**src/rtl/pipe_subtractor_v.sv**
```systemverilog
// Pipelined W-bit subtractor: result = x_0 - x_1 (mod 2^W), borrow = x_0 < x_1.
// The operands are cut into N_SLICE slices of SLICE_W bits and slice k is
// resolved in pipeline stage k, with the carry rippling forward through registers.
// Latency is N_SLICE-1 cycles and a new operation can be accepted every cycle.
//
// Ports:
//   clk    - clock, rising edge
//   reset  - synchronous active-high reset; overrides flush and stall
//   flush  - synchronous clear of all pipeline contents; overrides stall
//   stall  - hold every register; inputs are ignored
//   req    - x_0/x_1 carry a valid operation this cycle
//   x_0    - minuend (W bits)
//   x_1    - subtrahend (W bits)
//   result - x_0 - x_1 modulo 2^W, forced to 0 while vld=0
//   borrow - unsigned underflow, forced to 0 while vld=0
//   vld    - result/borrow hold a completed operation
module pipe_subtractor_v #(
  parameter int unsigned SLICE_W = 8,
  parameter int unsigned N_SLICE = 4
) (
  input  logic                       clk,
  input  logic                       reset,
  input  logic                       flush,
  input  logic                       stall,
  input  logic                       req,
  input  logic [SLICE_W*N_SLICE-1:0] x_0,
  input  logic [SLICE_W*N_SLICE-1:0] x_1,
  output logic [SLICE_W*N_SLICE-1:0] result,
  output logic                       borrow,
  output logic                       vld
);

  localparam int unsigned W     = SLICE_W * N_SLICE;
  localparam int unsigned DEPTH = N_SLICE - 1;

  // Stage-to-stage carries and the aligned difference at the last stage.
  logic [N_SLICE-2:0] carry_c;
  logic [W-1:0]       diff_c;
  logic               top_cout_c;

  // Register clear (reset or flush) and advance enables shared by all stages.
  logic clr_c;
  logic adv_c;

  assign clr_c = reset | flush;
  assign adv_c = ~stall;

  for (genvar k = 0; k < N_SLICE; k++) begin : g_slice
    logic [SLICE_W-1:0] a_c;
    logic [SLICE_W-1:0] b_c;
    logic               cin_c;
    logic [SLICE_W:0]   sum_c;

    // Operand source: raw inputs for slice 0, a k-deep delay line otherwise.
    if (k == 0) begin : g_src
      assign a_c   = x_0[k*SLICE_W +: SLICE_W];
      assign b_c   = x_1[k*SLICE_W +: SLICE_W];
      assign cin_c = 1'b1;
    end else begin : g_src
      logic [SLICE_W-1:0] a_q [k];
      logic [SLICE_W-1:0] b_q [k];

      always_ff @(posedge clk) begin
        if (clr_c) begin
          for (int i = 0; i < k; i++) begin
            a_q[i] <= '0;
            b_q[i] <= '0;
          end
        end else if (adv_c) begin
          a_q[0] <= x_0[k*SLICE_W +: SLICE_W];
          b_q[0] <= x_1[k*SLICE_W +: SLICE_W];
          for (int i = 1; i < k; i++) begin
            a_q[i] <= a_q[i-1];
            b_q[i] <= b_q[i-1];
          end
        end
      end

      assign a_c   = a_q[k-1];
      assign b_c   = b_q[k-1];
      assign cin_c = carry_c[k-1];
    end

    // Two's-complement subtraction slice: a + ~b + carry-in.
    assign sum_c = {1'b0, a_c} + {1'b0, ~b_c} + (SLICE_W+1)'(cin_c);

    if (k < N_SLICE - 1) begin : g_dst
      localparam int unsigned RD = N_SLICE - 1 - k;
      logic               carry_q;
      logic [SLICE_W-1:0] r_q [RD];

      // Carry out to the next slice plus an alignment delay for this result.
      always_ff @(posedge clk) begin
        if (clr_c) begin
          carry_q <= 1'b0;
          for (int i = 0; i < int'(RD); i++) begin
            r_q[i] <= '0;
          end
        end else if (adv_c) begin
          carry_q <= sum_c[SLICE_W];
          r_q[0]  <= sum_c[SLICE_W-1:0];
          for (int i = 1; i < int'(RD); i++) begin
            r_q[i] <= r_q[i-1];
          end
        end
      end

      assign carry_c[k]                  = carry_q;
      assign diff_c[k*SLICE_W +: SLICE_W] = r_q[RD-1];
    end else begin : g_dst
      // Top slice resolves combinationally off the last register stage.
      assign diff_c[k*SLICE_W +: SLICE_W] = sum_c[SLICE_W-1:0];
      assign top_cout_c                   = sum_c[SLICE_W];
    end
  end

  // Valid shift chain, one bit per register stage.
  logic [DEPTH-1:0] vld_q;
  logic [DEPTH-1:0] vld_d;

  always_comb begin
    vld_d = vld_q;
    if (clr_c) begin
      vld_d = '0;
    end else if (adv_c) begin
      vld_d = {vld_q[DEPTH-2:0], req};
    end
  end

  always_ff @(posedge clk) begin
    vld_q <= vld_d;
  end

  // Outputs are zeroed when no operation is present so idle data never leaks out.
  assign vld    = vld_q[DEPTH-1];
  assign result = vld ? diff_c : '0;
  assign borrow = vld & ~top_cout_c;

endmodule

```
**config.mk**
```make
export PLATFORM = sky130hd
export DESIGN_NAME = pipe_subtractor_v
export DESIGN_NICKNAME = d
export VERILOG_FILES = /design/src/rtl/pipe_subtractor_v.sv
export SDC_FILE = /design/constraint.sdc
export NUM_CORES = 1
export LEC_CHECK = 0
export CORE_ASPECT_RATIO = 0.6
export CORE_MARGIN = 2
export CORE_UTILIZATION = 45
export DETAILED_ROUTE_END_ITERATION = 10
export PLACE_DENSITY_LB_ADDON = 0.25
export SYNTH_ARGS = -nofsm -noshare
export SYNTH_HDL_FRONTEND = slang
export SYNTH_SLANG_ARGS = --single-unit
```
**constraint.sdc**
```tcl
create_clock -name clk -period 9.27 [get_ports clk]
set_clock_uncertainty 0.05 [all_clocks]
set_input_delay 1.3905 -clock clk [delete_from_list [all_inputs] [get_ports clk]]
set_output_delay 1.3905 -clock clk [all_outputs]
set_load 0.02 [all_outputs]
```
### Word-level counts from Yosys, hierarchy flattened

Memory sizes are Yosys's and may differ from the RTL's.
Index checks and enable logic that the tools add are counted.

* flip-flop bits (word level): 6
* bits in writable memories: 144
* bits of input ports: 69
* output and inout bits: 34
* word-level logic and storage cells: 73
* memories kept: 9

* $add $sub $neg: 8
* multiplexer cells: 27
* bitwise gates (word level): 22
* reductions and logical operators: 3

Memories
* g_slice[0].g_dst.r_q: depth 3, bits a word 8, read ports 3, clocked after memory_dff 0, write ports 3, RTL line 90 `logic [SLICE_W-1:0] r_q [RD];`
* g_slice[3].g_src.a_q: depth 3, bits a word 8, read ports 3, clocked after memory_dff 0, write ports 3, RTL line 60 `logic [SLICE_W-1:0] a_q [k];`
* g_slice[3].g_src.b_q: depth 3, bits a word 8, read ports 3, clocked after memory_dff 0, write ports 3, RTL line 61 `logic [SLICE_W-1:0] b_q [k];`
* g_slice[1].g_dst.r_q: depth 2, bits a word 8, read ports 2, clocked after memory_dff 0, write ports 2, RTL line 90
* g_slice[2].g_src.a_q: depth 2, bits a word 8, read ports 2, clocked after memory_dff 0, write ports 2, RTL line 60
* g_slice[2].g_src.b_q: depth 2, bits a word 8, read ports 2, clocked after memory_dff 0, write ports 2, RTL line 61
* 3 more memories

Operators by type and width (count)
* $mux W8: 18
* $add A8 B8 Y9: 4
* $mux W32: 1
* $not A8 Y8: 4
* $add A9 B1 Y9: 3
* $reduce_or A8 Y1: 3
* $or A1 B1 Y1: 16
* $add A9 B1 Y9 const B: 1
* $mux W1: 8
* $and A1 B1 Y1: 1
* $not A1 Y1: 1

### Longest topological paths before layout

An unclocked memory read counts as a cell.

* depth after elaboration: 6
* gate-level depth with buffers: 8
* mapped depth without buffers: 8

### Worst setup path before layout

OpenSTA, ideal clock, no wires.

* kind: input to register
* start: in stall
* end: mem g_slice[0].g_dst.r_q[0][0], enable pin
* setup time: 0.497 ns
* arrival: 4.391 ns
* required time: 8.723 ns
* path slack: 4.331 ns
* stages: 2
* buffers on the path: 0
* cell sequence: nor3b_2 -> inv_1

RTL lines
* start, declared: RTL line 24 `input logic stall,`
* end, declared: RTL line 90

### Worst setup path after layout

* start: reg vld_q[2]
* end: out result[29]

* cells in the longest elaborated chain, start to end: 1

Ends and longest elaborated chain
* start, declared: RTL line 118 `logic [DEPTH-1:0] vld_q;`
* start signal, assigned: RTL line 131 `vld_q <= vld_d;`
* $mux W32: RTL line 136 `assign result = vld ? diff_c : '0;`
* end, declared: RTL line 28 `output logic [SLICE_W*N_SLICE-1:0] result,`

No other way between the ends.

==> impl_metrics.json <==
{
  "outcome": "complete, but fails checks",
  "violations": "DRC",
  "required_ps": 7830,
  "startpoint": "vld_q[2]$_SDFFE_PP0N_",
  "yosys.area.top_type_share_pct": 59.9,
  "cts_tree": "done",
  "grt_use_total_pct": 15.8,
  "post-cts-setup-buffer-count": 0,
  "cp-start-kind": "register",
  "grt_pass1_vias": 4411,
  "cts_buffers": 17,
  "grt_max_degree": 142,
  "p_leak_nw": 3.59,
  "hold_path.startpoint": "vld_q[1]$_SDFFE_PP0N_",
  "finish.utilization_pct": 58.3,
  "die_h_um": 102,
  "max_cap_viol_count": 0,
  "route.met2.wl_um": 5940,
  "diodes": 0,
  "dr.pass1.iters": 8,
  "clkTransAtPathRegs_ps": 60,
  "core-area_um2": 15500,
  "p_int_w": 0.00123,
  "power_w": 0.00162,
  "gp_congestion": 0.909,
  "ir_drop_mv": 0.0824,
  "clockPowerShare_pct": 42.6,
  "synth_edf_count": 144,
  "cts_buffer_depth": 2,
  "htreeDepth": 4,
  "fillers": 1268,
  "critPathMaxStageDelay_ps": 990,
  "dpl_cell_area_um2": 8430,
  "row_count": 35,
  "die_area_um2": 17100,
  "syn_avg_cell_area_um2": 12.4,
  "fin_area_um2": 9030,
  "via_per_inst": 5.07,
  "stdcell_count": 899,
  "p_sw_share_pct": 24.0,
  "max_slew_margin_pct": 27.6,
  "drc": 5,
  "layout-drive-gt1-share_pct": 5.60,
  "cts_root_buf": "clkbuf_16",
  "hp-class": "reg -> reg",
  "syn2layout_area_growth_pct": 25.1,
  "fin_crit_sh_pct": 52.8,
  "synthTopCellsByArea": "edfxtp_1 60%, and2_1 13%, ha_1 5.0%",
  "crit_chain": "clkinv_1 > or4b_2 > nand4_1 > clkdlybuf4s50_1",
  "dp_hpwl_um": 8310,
  "synth_warnings": 0,
  "syn_nets": 686,
  "comb_power_share_pct": 8.9,
  "clk_latency_ps": 420,
  "nNetsFinal": 788,
  "ant_nets": 0,
  "vias": 4560,
  "start_util_pct": 46.6,
  "top_layer_used": "met4",
  "reg2reg_from": "g_slice[0].g_dst.carry_q$_SDFFE_PP0N_",
  "antenna_found_initial": 0,
  "cp-end-kind": "output port",
  "synthArstFlopShare_pct": 0,
  "ys.flop_type": "edfxtp_1",
  "num_io_pins": 103,
  "power_density_nw_per_um2": 180,
  "hold_viol_final": 0,
  "slowest_stage": "dfxtp_1",
  "tightest_slew_ps": 1090,
  "setup_violations": 0,
  "period_needed_ps": 4900,
  "syn_inst": 581,
  "synth.largest_area_cell": "edfxtp_1",
  "dp_cells": 867,
  "grt_pass1_wl_um": 21200,
  "power_switching_w": 0.000390,
  "slew_viol_final": 0,
  "holdBufCountCts": 0,
  "netlist-cell-type-count": 43,
  "wl_met1_um": 5710,
  "cts_resized": 0,
  "rsz0062_at_grt": "false",
  "cts.sinks": 150,
  "route.met3.wl_um": 728,
  "routedWlPerCell_um": 14.1,
  "overflow": 0,
  "max_freq_mhz": 204,
  "worst-path-max-fanout": 33,
  "synth-seq-cells": 150,
  "worst-setup-path-type": "reg -> out",
  "port_buffers": 102,
  "ys_seq_area_share_pct": 61.5,
  "pwr-share-seq_pct": 48.5,
  "finalWirelength_um": 12600,
  "setup_tns_ps": 0,
  "syn_area_um2": 7220,
  "die_w_um": 168,
  "drtIter0Drc": 196,
  "worstPathArrival_ps": 3460
}
==> through the flow <==
step                hold slack, ps  worst slack, ps
floorplan                      375             4330
global placement               413             5020
detailed placement             417             4830
CTS                            438             4390
global route                   456             4190
finish                         433             4370
==> flip-flops by register name (all words and copies together), names as in the netlist <==
| register | flops |
|---|---|
| g_slice.g_src.b_q | 48 |
| g_slice.g_src.a_q | 48 |
| g_slice.g_dst.carry_q | 3 |
| vld_q | 3 |
| g_slice.g_dst.r_q | 48 |
==> cells in the final DEF, fill, tap and decap left out, types with 3 or more instances in the layout <==
master             n
or3_1             12
a21oi_1           12
clkbuf_16         17
o21a_1             6
o211ai_1           3
nor2_1            23
nand2b_1           3
nor3_1             4
nor2b_1            9
nand2_1           17
clkdlybuf4s50_1  102
inv_1             49
o2111ai_1          6
mux2i_1            5
o31a_1             6
fa_1               7
inv_8              5
nor4_1             7
dfxtp_1            6
inv_6              5
nand3b_1           3
nand3_1            6
o21ai_0           16
edfxtp_1         144
a211oi_1          10
a31oi_1           10
ha_1              29
and2_1           145
==> cells in the mapped netlist (all sizes together) (2+ instances only) <==
master   instances
buf              3
o2111ai          6
fa               7
o21a             6
mux2i            5
a211oi          10
edfxtp         144
and2           145
a22o             2
nor3             5
nor4             7
nor2            23
dfxtp            6
nand3b           3
a21o             2
ha              29
clkbuf          18
nor2b            9
nand3            6
a21boi           2
o211ai           3
inv             50
or3             13
nand2b           3
o21ai           16
a31oi           10
o31a             6
a21oi           12
xor2             2
nand2           17
==> critical path: cells and delay by family (launching register included) <==
family                 cells  cell delay [ps]
buffers and inverters      2             1150
DFF                        1              990
and+or+nand+nor            2              910
==> worst paths after layout <==
check / slack [ps] / endpoint / depth (start not counted)
max: 4370 / result[29] / 4
min reg2reg: 430 / vld_q[1]$_SDFFE_PP0N_ / 1
max reg2reg: 7010 / g_slice[1].g_dst.r_q[0][6]$_SDFFCE_PN0P_ / 7
min: 430 / vld_q[1]$_SDFFE_PP0N_ / 1
==> metal layers <==
metal	up-vias	track usage [%]
li1	2266	-
met1	2112	20.2
met2	150	25.9
met3	32	4.34
met4	0	6.76
met5	-	0
==> cells by family after synthesis <==
family | Yosys count | share of synthesized area [%]
muxes | 5 | 0.693
and+or+nand+nor | 237 | 19.3
adders and majority gates | 36 | 6.97
AOI/OAI and AO/OA | 78 | 7.26
xor gates and xnor gates | 3 | 0.364
DFF | 150 | 61.5
buffers and inverters | 72 | 3.88
==> final cells by class <==
cell class              instances  area [µm²]  share of cell area, %
clock buffers                  17         425                   4.71
clock inverters                15         178                   1.97
inverters                      51         196                   2.17
multi-input cells             359        2500                   27.7
flip-flops and latches        150        4440                   49.2
well taps                     203         254                   2.81
repair buffers                104        1040                   11.5
==> power groups by stage <==
stage               sequential (W)  combinational, W  clock (W)
detailed placement        0.000803          0.000143          0
finish                    0.000788          0.000144   0.000692
CTS                       0.000789          0.000144   0.000707
floorplan                 0.000802         0.0000901          0
global placement          0.000802          0.000136          0
global route              0.000792          0.000162   0.000734
Note: power is estimated with default switching activity, not from simulation.
==> RTL edit, RTL diff (same flow settings) <==
Change the parameter `SLICE_W` from 8 to 6.
--- a/src/rtl/pipe_subtractor_v.sv
+++ b/src/rtl/pipe_subtractor_v.sv
@@ -15,7 +15,7 @@
 //   borrow - unsigned underflow, forced to 0 while vld=0
 //   vld    - result/borrow hold a completed operation
 module pipe_subtractor_v #(
-  parameter int unsigned SLICE_W = 8,
+  parameter int unsigned SLICE_W = 6,
   parameter int unsigned N_SLICE = 4
 ) (
   input  logic                       clk,
Ports: changed (resized result, x_0 and x_1); port bits go from 103 to 79. The function was not compared with the original's and may differ.
==> RTL edit against the original RTL <==
Worst setup slack better by 0.56 ns. Sequential cell count down 36. Final area down 25%. Maximum frequency up 13%. Synthesized area down 26%. Hold slack worse by 0.0039 ns. First-iteration DRC count up 5.6%. Power down 24%. Routed wire length down 29%. Die area down 25%. Critical path type unchanged. Critical endpoint is now result[23]. Largest power group unchanged.
==> RTL edit: results (changes against the original RTL) <==
* Status: completed
* EDFF count, synth at 108 (-25%)
* DP Cell Count at 635 (-27%)
* LEAKAGE at 2.740 nW (-24%)
* Post-synthesis mux area share at 0.1878% (-0.51 points)
* Seq/Total Area, Yosys at 63.11% (+1.6 points)
* Largest registers: g_slice.g_dst.r_q: 36 flops, g_slice.g_src.a_q: 36 flops, g_slice.g_src.b_q: 36 flops
* Worst-Skew Late Latency at 0.40 ns (-0.02 ns)
* Max FO, Critical Path at 24 (-27%)
* # DRC at 0 (-5)
* 1st-pass router iterations at 4 (-4)
* Met3 Use GR at 5.087% (+0.75 points)
* Slowest cell delay on critical path at 0.77 ns (-0.22 ns)
* Worst setup margin at 4.939 ns (+0.5649 ns)
* Vias per std cell at 4.723 (-6.9%)
* First-pass GRT wire length at 14.95 mm (-30%)
* Layout cells sized above 1 at 5.523% (-0.081 points)
* Sequential fraction of design power at 48.3% (-0.2 points)
* Synth top area cells: edfxtp_1 (61%), and2_1 (13%), ha_1 (4.9%), fa_1 (2.6%), inv_1 (2.5%)
* Min-delay src: vld_q[0]$_SDFFE_PP0N_
* Vias at 3,150 (-31%)
* Final Hold Slack at 0.4288 ns (-0.003870 ns)
* R2r setup slk at 7.13 ns (+0.12 ns)
* Worst vdd ir at 0.1405 mV (+71%)
* Reg2reg start: g_slice[2].g_src.a_q[0][6]$_SDFFCE_PN0P_
* Vias in the first global route at 3,123 (-29%)
* Internal Pwr Total at 0.9778 mW (-21%)
* Worst slack at placement at 5.145 ns (+0.3121 ns)
* Worst Setup EP: result[23]
* Critical Path AT at 2.89 ns (-0.57 ns)
* M1 GR Usage at 20.66% (+0.46 points)
* Clock group share of total power at 43.6% (+1.0 points)
* Largest net degree at the start of global routing at 105 (-26%)
* Met2 usage at 24.30% (-1.6 points)
* Port Buf Inserts at 78 (-24%)
* # nets final at 575 (-27%)
* GRT Util Overall at 15.68% (-0.12 points)
* Syn Area/Cell at 13.00 um2 (+4.6%)
* Post-DP HPWL at 5.905 mm (-29%)
* Reg2Reg Depth at 8 (+1)
* Complex-gate fraction of the synthesized area at 5.893% (-1.4 points)
## RTL edit: cell types whose count changed in the layout (fill, tap and decap cells not counted), moves of 7 or more
cell / unedited run / this run
a31oi_1: 10 / 0
and2_1: 145 / 111
clkdlybuf4s50_1: 102 / 78
edfxtp_1: 144 / 108
ha_1: 29 / 21
inv_1: 49 / 35
nand2_1: 17 / 6
nor4_1: 7 / 0
o21ai_0: 16 / 9
or3_1: 12 / 1
## RTL edit: routing by layer
layer / vias up / part of all wire [%]
li1: 1597 / -
met1: 1475 / 49
met2: 66 / 46
met3: 12 / 4.0
met4: 0 / 1.4
met5: - / 0
## RTL edit: area by class of cell
| type | count | area, um2 |
|---|---|---|
| fill | 942 | 4647 |
| sequential | 114 | 3363 |
| multi-input combinational | 245 | 1778 |
| timing repair buffer | 80 | 795.8 |
| clock buffer | 23 | 447.9 |
| tap | 160 | 200.2 |
| inverter | 36 | 137.6 |
| clock inverter | 9 | 41.29 |
